==> config.mk <==
export PLATFORM = sky130hd
export DESIGN_NAME = fp_mul_arb_flat
export DESIGN_NICKNAME = d
export VERILOG_FILES = /design/src/rtl/fp_mul_arb_if.sv /design/src/rtl/fp_mul_arb.sv /design/src/flat_wrapper.sv
export SDC_FILE = /design/constraint.sdc
export NUM_CORES = 2
export LEC_CHECK = 0
export ABC_AREA = 1
export CORE_UTILIZATION = 40
export CTS_BUF_LIST = sky130_fd_sc_hd__clkbuf_4 sky130_fd_sc_hd__clkbuf_8 sky130_fd_sc_hd__clkbuf_16
export CTS_CLUSTER_DIAMETER = 60
export DETAILED_ROUTE_END_ITERATION = 6
export MAX_ROUTING_LAYER = met4
export PLACE_DENSITY = 0.67
export RECOVER_POWER = 25
export SLEW_MARGIN = 5
export SYNTH_ARGS = -nofsm -noshare
export SYNTH_HDL_FRONTEND = slang
export SYNTH_SLANG_ARGS = --single-unit
==> constraint.sdc <==
create_clock -name clk -period 14.5 [get_ports clk]
set_input_delay 2.9 -clock clk [delete_from_list [all_inputs] [get_ports clk]]
set_output_delay 2.9 -clock clk [all_outputs]
set_load 0.005 [all_outputs]
==> src/rtl/fp_mul_arb_if.sv <==
// -----------------------------------------------------------------------------
// fp_mul_arb_if
// Bundle of the request/grant/result signals shared between the requesters
// and the fp_mul_arb multiplier arbiter.
//   req   : per-requester request, held with stable operands until granted
//   a_in  : packed operand A, requester i in bits [32i+31:32i]
//   b_in  : packed operand B, same packing
//   gnt   : one-hot grant (combinational)
//   vld   : one-hot result-valid pulse (registered)
//   res   : product, meaningful while any vld bit is high
//   busy  : some pipeline stage holds a valid operation
// Modports: master = requester side, slave = arbiter side.
// -----------------------------------------------------------------------------
interface fp_mul_arb_if #(
  parameter int NUM_REQ = 4
);
  logic [NUM_REQ-1:0]    req;
  logic [NUM_REQ*32-1:0] a_in;
  logic [NUM_REQ*32-1:0] b_in;
  logic [NUM_REQ-1:0]    gnt;
  logic [NUM_REQ-1:0]    vld;
  logic [31:0]           res;
  logic                  busy;

  modport master (
    output req, a_in, b_in,
    input  gnt, vld, res, busy
  );

  modport slave (
    input  req, a_in, b_in,
    output gnt, vld, res, busy
  );
endinterface

==> src/rtl/fp_mul_arb.sv <==
// -----------------------------------------------------------------------------
// fp_mul_arb
// Round-robin arbiter feeding one shared IEEE-754 single-precision multiplier
// through a two-stage pipeline (operand register, result register).
// A grant in cycle t returns vld/res in cycle t+2; one multiply per cycle.
// Ports:
//   clk      : rising-edge clock
//   rst_n    : asynchronous active-low reset, also masks gnt while low
//   arb_bus  : fp_mul_arb_if slave modport (req/a_in/b_in in, gnt/vld/res/busy out)
// -----------------------------------------------------------------------------
module fp_mul_arb #(
  parameter int NUM_REQ = 4,
  parameter int ID_W    = $clog2(NUM_REQ)
) (
  input logic         clk,
  input logic         rst_n,
  fp_mul_arb_if.slave arb_bus
);

  localparam logic [ID_W-1:0] LAST_ID = ID_W'(NUM_REQ - 1);

  // Truncating single-precision multiply. Denormal inputs use an implicit
  // leading 0 and exponent 1; results below the normal range are shifted into
  // a denormal (truncated) and results above it saturate to infinity.
  function automatic logic [31:0] fp_mul(input logic [31:0] a, input logic [31:0] b);
    logic               s;
    logic [7:0]         ea;
    logic [7:0]         eb;
    logic [7:0]         ea_eff;
    logic [7:0]         eb_eff;
    logic               a_nan;
    logic               b_nan;
    logic               a_inf;
    logic               b_inf;
    logic               a_zero;
    logic               b_zero;
    logic [23:0]        ma;
    logic [23:0]        mb;
    logic [47:0]        p;
    logic [47:0]        pn;
    logic [5:0]         lead;
    logic signed [11:0] e_n;
    logic [11:0]        sh;
    logic [31:0]        r;
    s      = a[31] ^ b[31];
    ea     = a[30:23];
    eb     = b[30:23];
    a_nan  = (ea == 8'hFF) && (a[22:0] != 23'h0);
    b_nan  = (eb == 8'hFF) && (b[22:0] != 23'h0);
    a_inf  = (ea == 8'hFF) && (a[22:0] == 23'h0);
    b_inf  = (eb == 8'hFF) && (b[22:0] == 23'h0);
    a_zero = (ea == 8'h00) && (a[22:0] == 23'h0);
    b_zero = (eb == 8'h00) && (b[22:0] == 23'h0);
    ea_eff = (ea == 8'h00) ? 8'h01 : ea;
    eb_eff = (eb == 8'h00) ? 8'h01 : eb;
    ma     = {(ea != 8'h00), a[22:0]};
    mb     = {(eb != 8'h00), b[22:0]};
    p      = ma * mb;
    // Locate the leading one so denormal operands normalise correctly.
    lead = 6'd0;
    for (int k = 0; k < 48; k++) begin
      if (p[k]) begin
        lead = 6'(k);
      end else begin
        lead = lead;
      end
    end
    pn  = p << (6'd47 - lead);
    // Product of two 1.x mantissas has its binary point at bit 46.
    e_n = $signed({4'b0000, ea_eff}) + $signed({4'b0000, eb_eff}) - 12'sd127
        + $signed({6'b000000, lead}) - 12'sd46;
    sh  = 12'sd1 - e_n;
    if (a_nan || b_nan || (a_inf && b_zero) || (b_inf && a_zero)) begin
      r = {s, 8'hFF, 23'h7FFFFF};
    end else if (a_inf || b_inf) begin
      r = {s, 8'hFF, 23'h000000};
    end else if (a_zero || b_zero) begin
      r = {s, 31'h00000000};
    end else if (e_n >= 12'sd255) begin
      r = {s, 8'hFF, 23'h000000};
    end else if (e_n >= 12'sd1) begin
      r = {s, e_n[7:0], pn[46:24]};
    end else begin
      r = {s, 8'h00, 23'(pn[47:24] >> sh)};
    end
    return r;
  endfunction

  logic [ID_W-1:0]    ptr_q,  ptr_d;
  logic               v1_q,   v1_d;
  logic [ID_W-1:0]    id1_q,  id1_d;
  logic [31:0]        a_q,    a_d;
  logic [31:0]        b_q,    b_d;
  logic [31:0]        res_q,  res_d;
  logic [NUM_REQ-1:0] vld_q,  vld_d;
  logic               busy_q, busy_d;

  logic               found_s;
  logic [ID_W-1:0]    gnt_idx_s;
  logic [31:0]        a_sel_s;
  logic [31:0]        b_sel_s;
  logic [NUM_REQ-1:0] gnt_s;
  int                 scan_idx;

  // Round-robin scan starting at ptr with wrap-around; first hit wins.
  always_comb begin
    found_s   = 1'b0;
    gnt_idx_s = '0;
    a_sel_s   = 32'h0;
    b_sel_s   = 32'h0;
    scan_idx  = 0;
    for (int off = 0; off < NUM_REQ; off++) begin
      scan_idx = int'(ptr_q) + off;
      if (scan_idx >= NUM_REQ) begin
        scan_idx = scan_idx - NUM_REQ;
      end else begin
        scan_idx = scan_idx;
      end
      if (!found_s && arb_bus.req[scan_idx]) begin
        found_s   = 1'b1;
        gnt_idx_s = ID_W'(scan_idx);
        a_sel_s   = arb_bus.a_in[scan_idx*32 +: 32];
        b_sel_s   = arb_bus.b_in[scan_idx*32 +: 32];
      end else begin
        found_s   = found_s;
      end
    end
  end

  // One-hot grant, held at zero while reset is asserted.
  always_comb begin
    gnt_s = '0;
    if (found_s && rst_n) begin
      gnt_s[gnt_idx_s] = 1'b1;
    end else begin
      gnt_s = '0;
    end
  end

  // Next-state for pointer and both pipeline stages.
  always_comb begin
    ptr_d  = ptr_q;
    v1_d   = found_s;
    id1_d  = id1_q;
    a_d    = a_q;
    b_d    = b_q;
    res_d  = res_q;
    vld_d  = '0;
    busy_d = found_s | v1_q;
    if (found_s) begin
      ptr_d = (gnt_idx_s == LAST_ID) ? '0 : gnt_idx_s + ID_W'(1);
      id1_d = gnt_idx_s;
      a_d   = a_sel_s;
      b_d   = b_sel_s;
    end else begin
      ptr_d = ptr_q;
    end
    // vld is decoded one stage early so the output comes straight from a flop.
    if (v1_q) begin
      res_d         = fp_mul(a_q, b_q);
      vld_d[id1_q]  = 1'b1;
    end else begin
      res_d         = res_q;
    end
  end

  // State registers with asynchronous reset discarding in-flight operations.
  always_ff @(posedge clk or negedge rst_n) begin
    if (!rst_n) begin
      ptr_q  <= '0;
      v1_q   <= 1'b0;
      id1_q  <= '0;
      a_q    <= 32'h0;
      b_q    <= 32'h0;
      res_q  <= 32'h0;
      vld_q  <= '0;
      busy_q <= 1'b0;
    end else begin
      ptr_q  <= ptr_d;
      v1_q   <= v1_d;
      id1_q  <= id1_d;
      a_q    <= a_d;
      b_q    <= b_d;
      res_q  <= res_d;
      vld_q  <= vld_d;
      busy_q <= busy_d;
    end
  end

  assign arb_bus.gnt  = gnt_s;
  assign arb_bus.vld  = vld_q;
  assign arb_bus.res  = res_q;
  assign arb_bus.busy = busy_q;

endmodule

==> src/flat_wrapper.sv <==
// flat-port wrapper written by rule: the top's interface ports become plain ports
module fp_mul_arb_flat 
#(
  parameter int NUM_REQ = 4,
  parameter int ID_W    = $clog2(NUM_REQ)
)
  (clk, rst_n, arb_bus_req, arb_bus_a_in, arb_bus_b_in, arb_bus_gnt, arb_bus_vld, arb_bus_res, arb_bus_busy);
  fp_mul_arb_if #(.NUM_REQ(NUM_REQ)) arb_bus_i ();
  input logic clk;
  input logic rst_n;
  input wire logic [$bits(arb_bus_i.req)-1:0] arb_bus_req;
  input wire logic [$bits(arb_bus_i.a_in)-1:0] arb_bus_a_in;
  input wire logic [$bits(arb_bus_i.b_in)-1:0] arb_bus_b_in;
  output wire logic [$bits(arb_bus_i.gnt)-1:0] arb_bus_gnt;
  output wire logic [$bits(arb_bus_i.vld)-1:0] arb_bus_vld;
  output wire logic [$bits(arb_bus_i.res)-1:0] arb_bus_res;
  output wire logic [$bits(arb_bus_i.busy)-1:0] arb_bus_busy;
  assign arb_bus_i.req = arb_bus_req;
  assign arb_bus_i.a_in = arb_bus_a_in;
  assign arb_bus_i.b_in = arb_bus_b_in;
  assign arb_bus_gnt = arb_bus_i.gnt;
  assign arb_bus_vld = arb_bus_i.vld;
  assign arb_bus_res = arb_bus_i.res;
  assign arb_bus_busy = arb_bus_i.busy;
  fp_mul_arb #(.NUM_REQ(NUM_REQ), .ID_W(ID_W)) u_core (.clk(clk), .rst_n(rst_n), .arb_bus(arb_bus_i));
endmodule
# After elaboration in Yosys (flattened, before gate mapping)
# Cells that the tools add are included.
dict set report op_classes {
  addsub 14
  multipliers 1
  n_div 0
  n_lt_le_gt_ge 14
  n_eq_ne 3
  n_shift 10
  mux 94
  bitwise 2
  reduce_logical 30
}
# operator count
set op_table {}
lappend op_table {{128-bit by 32-bit variable part select with 32-bit output} 8}
lappend op_table {{32-bit two-way mux} 12}
lappend op_table {{31-bit two-way mux} 5}
lappend op_table {{32-bit by 4-bit < comparator with 1-bit output (second input constant)} 4}
lappend op_table {{6-bit two-way mux} 17}
lappend op_table {{32-bit by 4-bit >= comparator with 1-bit output (second input constant)} 3}
lappend op_table {{32-bit by 4-bit subtractor with 32-bit output (second input constant)} 3}
lappend op_table {{5-bit two-way mux} 16}
lappend op_table {{24-bit by 24-bit multiplier with 48-bit output} 1}
lappend op_table {{48-bit by 6-bit left shift with 48-bit output} 1}
lappend op_table {{23-bit zero test} 2}
lappend op_table {{23-bit nonzero test} 2}
lappend op_table {{4-bit two-way mux} 10}
lappend op_table {{24-bit by 12-bit right shift with 23-bit output} 1}
lappend op_table {{8-bit == test (second input constant)} 2}
lappend op_table {{8-bit zero test} 2}
lappend op_table {{8-bit two-way mux} 2}
lappend op_table {{8-bit nonzero test} 2}
lappend op_table {{1-bit two-way mux} 15}
lappend op_table {{1-bit logical AND} 14}
lappend op_table {{2-bit two-way mux} 7}
lappend op_table {{12-bit by 7-bit adder with 12-bit output} 1}
lappend op_table {{12-bit by 2-bit >= comparator with 1-bit output (second input constant)} 1}
lappend op_table {{12-bit by 9-bit >= comparator with 1-bit output (second input constant)} 1}
lappend op_table {{20 further kinds} 36}
dict set report totals {
  ff_bits 106
  latch_bits 0
  ram_bits 0
  rom_bits 0
  inputBits 262
  out_inout_bits 41
  word_cells 176
  n_memories 0
}

# Logic depth before layout (Yosys ltp)
dict set report depth {
  word_depth 59
  ltp_mapped 92
  ltp_nobuf 87
}

# Worst setup path before layout
# OpenSTA, ideal clock, no wires.
dict set report synth_timing {
  path_type {reg2reg}
  start {register u_core.b_q[3]}
  end {register u_core.res_q[0] (netlist: u_core.arb_bus.res[0])}
  setup_ps 74
  arrival_time_ps 11672
  t_required_ps 14426
  path_slack_ps 2754
  path_stages_with_launch 68
  path_buffers 4
  synth_period_minus_slack_ps 11746
  cell_sequence {dfrtp_1 -> clkbuf_1 -> clkbuf_1 -> nand2_1 -> fa_1 -> inv_1 -> fa_1 -> inv_1 -> fa_1 -> inv_1 -> fa_1 -> fa_1 -> fa_1 -> inv_1 -> fa_1 -> inv_1 -> ha_1 -> a21oi_1 -> (+32 left out) -> nand3_1 -> nand2_1 -> or2_2 -> and2_1 -> inv_1 -> xor2_1 -> nor4_1 -> inv_1 -> nor2_1 -> buf_2 -> nand2_1 -> nand3_1 -> nand3_1 -> nand2_1 -> nand2_1 -> a21oi_1 -> nand2_1 -> a21oi_2}
}
dict set report synth_between {
  elab_chain_cells 56
  elab_cells_between_ends 72
  cone_classes {add/sub (4); mul (1); order compare (2); shift (2); mux (51); reduce/logical (12)}
}
# element line
set synth_rtl {}
lappend synth_rtl {{start, declared} fp_mul_arb.sv:93} ;# logic [31:0] b_q, b_d;
lappend synth_rtl {{start signal, assigned} fp_mul_arb.sv:174} ;# b_q <= 32'h0;
lappend synth_rtl {{start signal, assigned} fp_mul_arb.sv:183} ;# b_q <= b_d;
lappend synth_rtl {{24-bit by 24-bit multiplier with 48-bit output} fp_mul_arb.sv:58} ;# p = ma * mb;
lappend synth_rtl {{2-bit two-way mux} fp_mul_arb.sv:62} ;# if (p[k]) begin
lappend synth_rtl {{3-bit two-way mux (4 in a row)} fp_mul_arb.sv:62}
lappend synth_rtl {{4-bit two-way mux (8 in a row)} fp_mul_arb.sv:62}
lappend synth_rtl {{5-bit two-way mux (16 in a row)} fp_mul_arb.sv:62}
lappend synth_rtl {{6-bit two-way mux (16 in a row)} fp_mul_arb.sv:62}
lappend synth_rtl {{6-bit two-way mux} fp_mul_arb.sv:159} ;# if (v1_q) begin
lappend synth_rtl {{12-bit by 7-bit adder with 12-bit output} fp_mul_arb.sv:71} ;# + $signed({6'b000000, lead}) - 12'sd46;
lappend synth_rtl {{12-bit by 7-bit subtractor with 12-bit output} fp_mul_arb.sv:71}
lappend synth_rtl {{2-bit by 12-bit subtractor with 12-bit output} fp_mul_arb.sv:72} ;# sh = 12'sd1 - e_n;
lappend synth_rtl {{24-bit by 12-bit right shift with 23-bit output} fp_mul_arb.sv:84} ;# r = {s, 8'h00, 23'(pn[47:24] >> sh)};
lappend synth_rtl {{31-bit two-way mux} fp_mul_arb.sv:81} ;# end else if (e_n >= 12'sd1) begin
lappend synth_rtl {{31-bit two-way mux} fp_mul_arb.sv:79} ;# end else if (e_n >= 12'sd255) begin
lappend synth_rtl {{31-bit two-way mux} fp_mul_arb.sv:77} ;# end else if (a_zero || b_zero) begin
lappend synth_rtl {{31-bit two-way mux} fp_mul_arb.sv:75} ;# end else if (a_inf || b_inf) begin
lappend synth_rtl {{31-bit two-way mux *} fp_mul_arb.sv:73} ;# if (a_nan || b_nan || (a_inf && b_zero) || (b_inf && a_zero)) begin
lappend synth_rtl {{end signal, assigned} fp_mul_arb.sv:184} ;# res_q <= res_d;
lappend synth_rtl {{end, declared} fp_mul_arb.sv:94} ;# logic [31:0] res_q, res_d;
# Mark *: on every way between the ends. The rest lies on a longest branch, timed or not. The select of a mux whose other input is x is not followed.
# A chain may end at the register's enable or synchronous reset.

# Final worst setup path
dict set report layout_timing {
  start {register u_core.b_q[4]}
  end {register u_core.res_q[15] (netlist: u_core.arb_bus.res[15])}
}
dict set report layout_between {
  elab_chain_cells 55
  elab_cells_between_ends 71
  cone_classes {add/sub (4); mul (1); order compare (2); shift (2); mux (50); reduce/logical (12)}
}
# element line
set layout_rtl {}
lappend layout_rtl {{24-bit by 24-bit multiplier with 48-bit output} fp_mul_arb.sv:58}
lappend layout_rtl {{3-bit two-way mux (4 in a row)} fp_mul_arb.sv:62}
lappend layout_rtl {{4-bit two-way mux (8 in a row)} fp_mul_arb.sv:62}
lappend layout_rtl {{5-bit two-way mux (16 in a row)} fp_mul_arb.sv:62}
lappend layout_rtl {{6-bit two-way mux (16 in a row)} fp_mul_arb.sv:62}
lappend layout_rtl {{6-bit two-way mux} fp_mul_arb.sv:159}
lappend layout_rtl {{12-bit by 7-bit adder with 12-bit output} fp_mul_arb.sv:71}
lappend layout_rtl {{12-bit by 7-bit subtractor with 12-bit output} fp_mul_arb.sv:71}
lappend layout_rtl {{2-bit by 12-bit subtractor with 12-bit output} fp_mul_arb.sv:72}
lappend layout_rtl {{24-bit by 12-bit right shift with 23-bit output} fp_mul_arb.sv:84}
lappend layout_rtl {{31-bit two-way mux} fp_mul_arb.sv:81}
lappend layout_rtl {{31-bit two-way mux} fp_mul_arb.sv:79}
lappend layout_rtl {{31-bit two-way mux} fp_mul_arb.sv:77}
lappend layout_rtl {{31-bit two-way mux} fp_mul_arb.sv:75}
lappend layout_rtl {{31-bit two-way mux *} fp_mul_arb.sv:73}
# Marks and branches as above.

==> results.toml <==
[global_routing]
antenna_found_initial = 2
grt_use_total_pct = 28.6
grt_first_pass_wirelength_mm = 196
first_global_vias = 35300
overflow = 0
grt_max_degree = 107

[timing]
fmax_ghz = 0.0780
finClkSkew_ps = 18.8
worst_pin_slew_ps = 3610
min_period_over_period_pct = 88.4
max-slew-margin-rel_pct = -140
setup_viol_count_final = 0
hold_violations = 0
rsz0062_at_grt = "false"
drv_slew = 110
period_minus_slack_ps = 12820
setup-tns-final_ps = 0

[clock_tree]
cts_tree = "yes"
root_buffer = "clkbuf_16"
clk_pin_slew_ps = 110
insertion_delay_ps = 410
ctsResizeCount = 0
numCtsBuffers = 9
cts_buffer_depth = 2
postCtsHoldBufs = 0
htree_levels = 3
cts.sinks = 106
post-cts-setup-buffers = 0

[placed_design]
place_congestion = 0.961
dpl-instance-area_mm2 = 0.0392
io_buffers = 302
dp_hpwl_mm = 99.9
dp.cells = 6538

[setup_path]
r2r-start = "u_core.b_q[4]"
cpMostUsedCell = "nand2_2"
reg2reg_to = "u_core.arb_bus.res[15]"
start_kind = "flip-flop"
cp_slowest_cell = "dfrtp_1"
max_stage_delay_ps = 1020
cp.required_ps = 14820
rrSetupSlack_ps = 1680
critPathCaptureType = "flip-flop"
arrival_ps = 13130
reg2regPathDepth = 62
crit_fanout = 41
path_class = "reg -> reg"

[floorplanning]
core_area_mm2 = 0.0873
row_count = 108
start_util_pct = 40.6
die_y_um = 300
dieArea_mm2 = 0.0897
ios = 303
die_w_um = 300

[final_layout]
drive_gt1_share_pct = 3.61
final_core_util_pct = 45.3
final_cells = 6557
syn2layout_area_growth_pct = 11.6
layout_common_cells = "nand2_1, inv_1, fa_1"
nNetsFinal = 6345
fin_area_mm2 = 0.0395
final_common_cell = "nand2_1"

[synth]
ys_ff_latch = 106
ys.flop_type = "dfrtp_1"
synth_cell_types = 60
syn_area_mm2 = 0.0354
avgSynthCellArea_um2 = 6.65
synthCells = 5325
synth-edff-count = 0
synthArstFlopShare_pct = 100
yosysWarnings = 0
ys_seq_area_share_pct = 7.49
synthesis.nets = 6276

[route]
viasPerCell = 5.35
drt-total-wl_mm = 123
first_pass_iters = 7
drtIter0Drc = 2998
routedWlPerCell_um = 18.8
drc_errors = 0
ant_nets = 0
via_count = 35100

[run_status]
run_status = "complete, but fails checks"
failed_checks = "max-capacitance violations, max-slew violations"

[min_path]
min_path_cells = 1
worstHoldStart = "u_core.id1_q[0]"
hp-class = "reg -> reg"
min_to = "u_core.arb_bus.vld[0]"

[flow_run]
drv_cap = 2
[cells in the mapped netlist (36+ instances only)]
cell / count / area share, %
nor2_1: 281 / 3.0
o211ai_1: 37 / 0.78
a21oi_1: 131 / 1.9
mux2i_1: 109 / 3.1
nand2_1: 1429 / 15
clkbuf_1: 287 / 3.0
fa_1: 484 / 27
ha_1: 205 / 7.2
o22ai_1: 36 / 0.64
xor2_1: 40 / 0.99
o21ai_0: 338 / 4.8
dfrtp_1: 106 / 7.5
nand3_1: 420 / 5.9
inv_1: 1063 / 11
[cell families (layout without fill, tap and decap cells)]
group | Yosys count | after routing | share of synthesized area (%)
compound gates | 711 | 711 | 12.0
buf+inv | 1416 | 1490 | 15.4
fa+ha+maj | 689 | 689 | 34.6
simple gates | 2244 | 2244 | 26.2
mux | 109 | 109 | 3.08
other cells | 0 | 3 | 0
flops | 106 | 106 | 7.49
xor+xnor | 50 | 50 | 1.31
[worst max path at each step]
stage,from,to,slack (ps),cells past startpoint
after floorplan,u_core.b_q[3],u_core.arb_bus.res[0],2750,67
after global placement,u_core.b_q[4],u_core.arb_bus.res[0],1940,72
after detailed placement,u_core.b_q[4],u_core.arb_bus.res[15],1860,62
after CTS,u_core.b_q[4],u_core.arb_bus.res[15],1800,62
after global routing,u_core.b_q[4],u_core.arb_bus.res[0],680,73
final,u_core.b_q[4],u_core.arb_bus.res[15],1680,62
[area by class of cell]
cell class | count | area (um^2)
fill | 9086 | 47800
tap | 1155 | 1450
sequential | 106 | 2660
timing repair buffer | 388 | 3660
clock buffer | 9 | 225
inverter | 1086 | 4080
multi-input combinational | 3803 | 27400
clock inverter | 7 | 91.3
antenna | 3 | 7.51
[layer usage]
layer  wire length, um  GRT usage [%]
met5                 0              -
met3              8790           3.50
met2             58200           47.4
met1             49600           34.5
met4              6630           13.5
[critical path: cells and delay by family (launching register included)]
family	cells	cell delay (ps)
DFF	1	1020
xor gates and xnor gates	1	240
adders and majority gates	11	4630
buffers and inverters	9	950
and+or+nand+nor	28	3710
AOI/OAI and AO/OA	13	2200
[sequential cells by signal, indices dropped and copies added, names as in the netlist]
name / cells
u_core.a_q: 32
u_core.arb_bus.res: 32
u_core.b_q: 32
u_core.arb_bus.vld: 4
u_core.id1_q: 2
u_core.ptr_q: 2
u_core.arb_bus.busy: 1
u_core.v1_q: 1
[stage by stage]
step / hold WS (ps) / setup WS, ps
after floorplan: 432 / 2750
after global placement: 449 / 1940
after detailed placement: 450 / 1860
after CTS: 465 / 1800
after global routing: 483 / 682
final: 463 / 1680
Power is left out: the tool's default activity adds up to more than one toggle a clock period on the data nets, which glitch-free logic cannot reach.
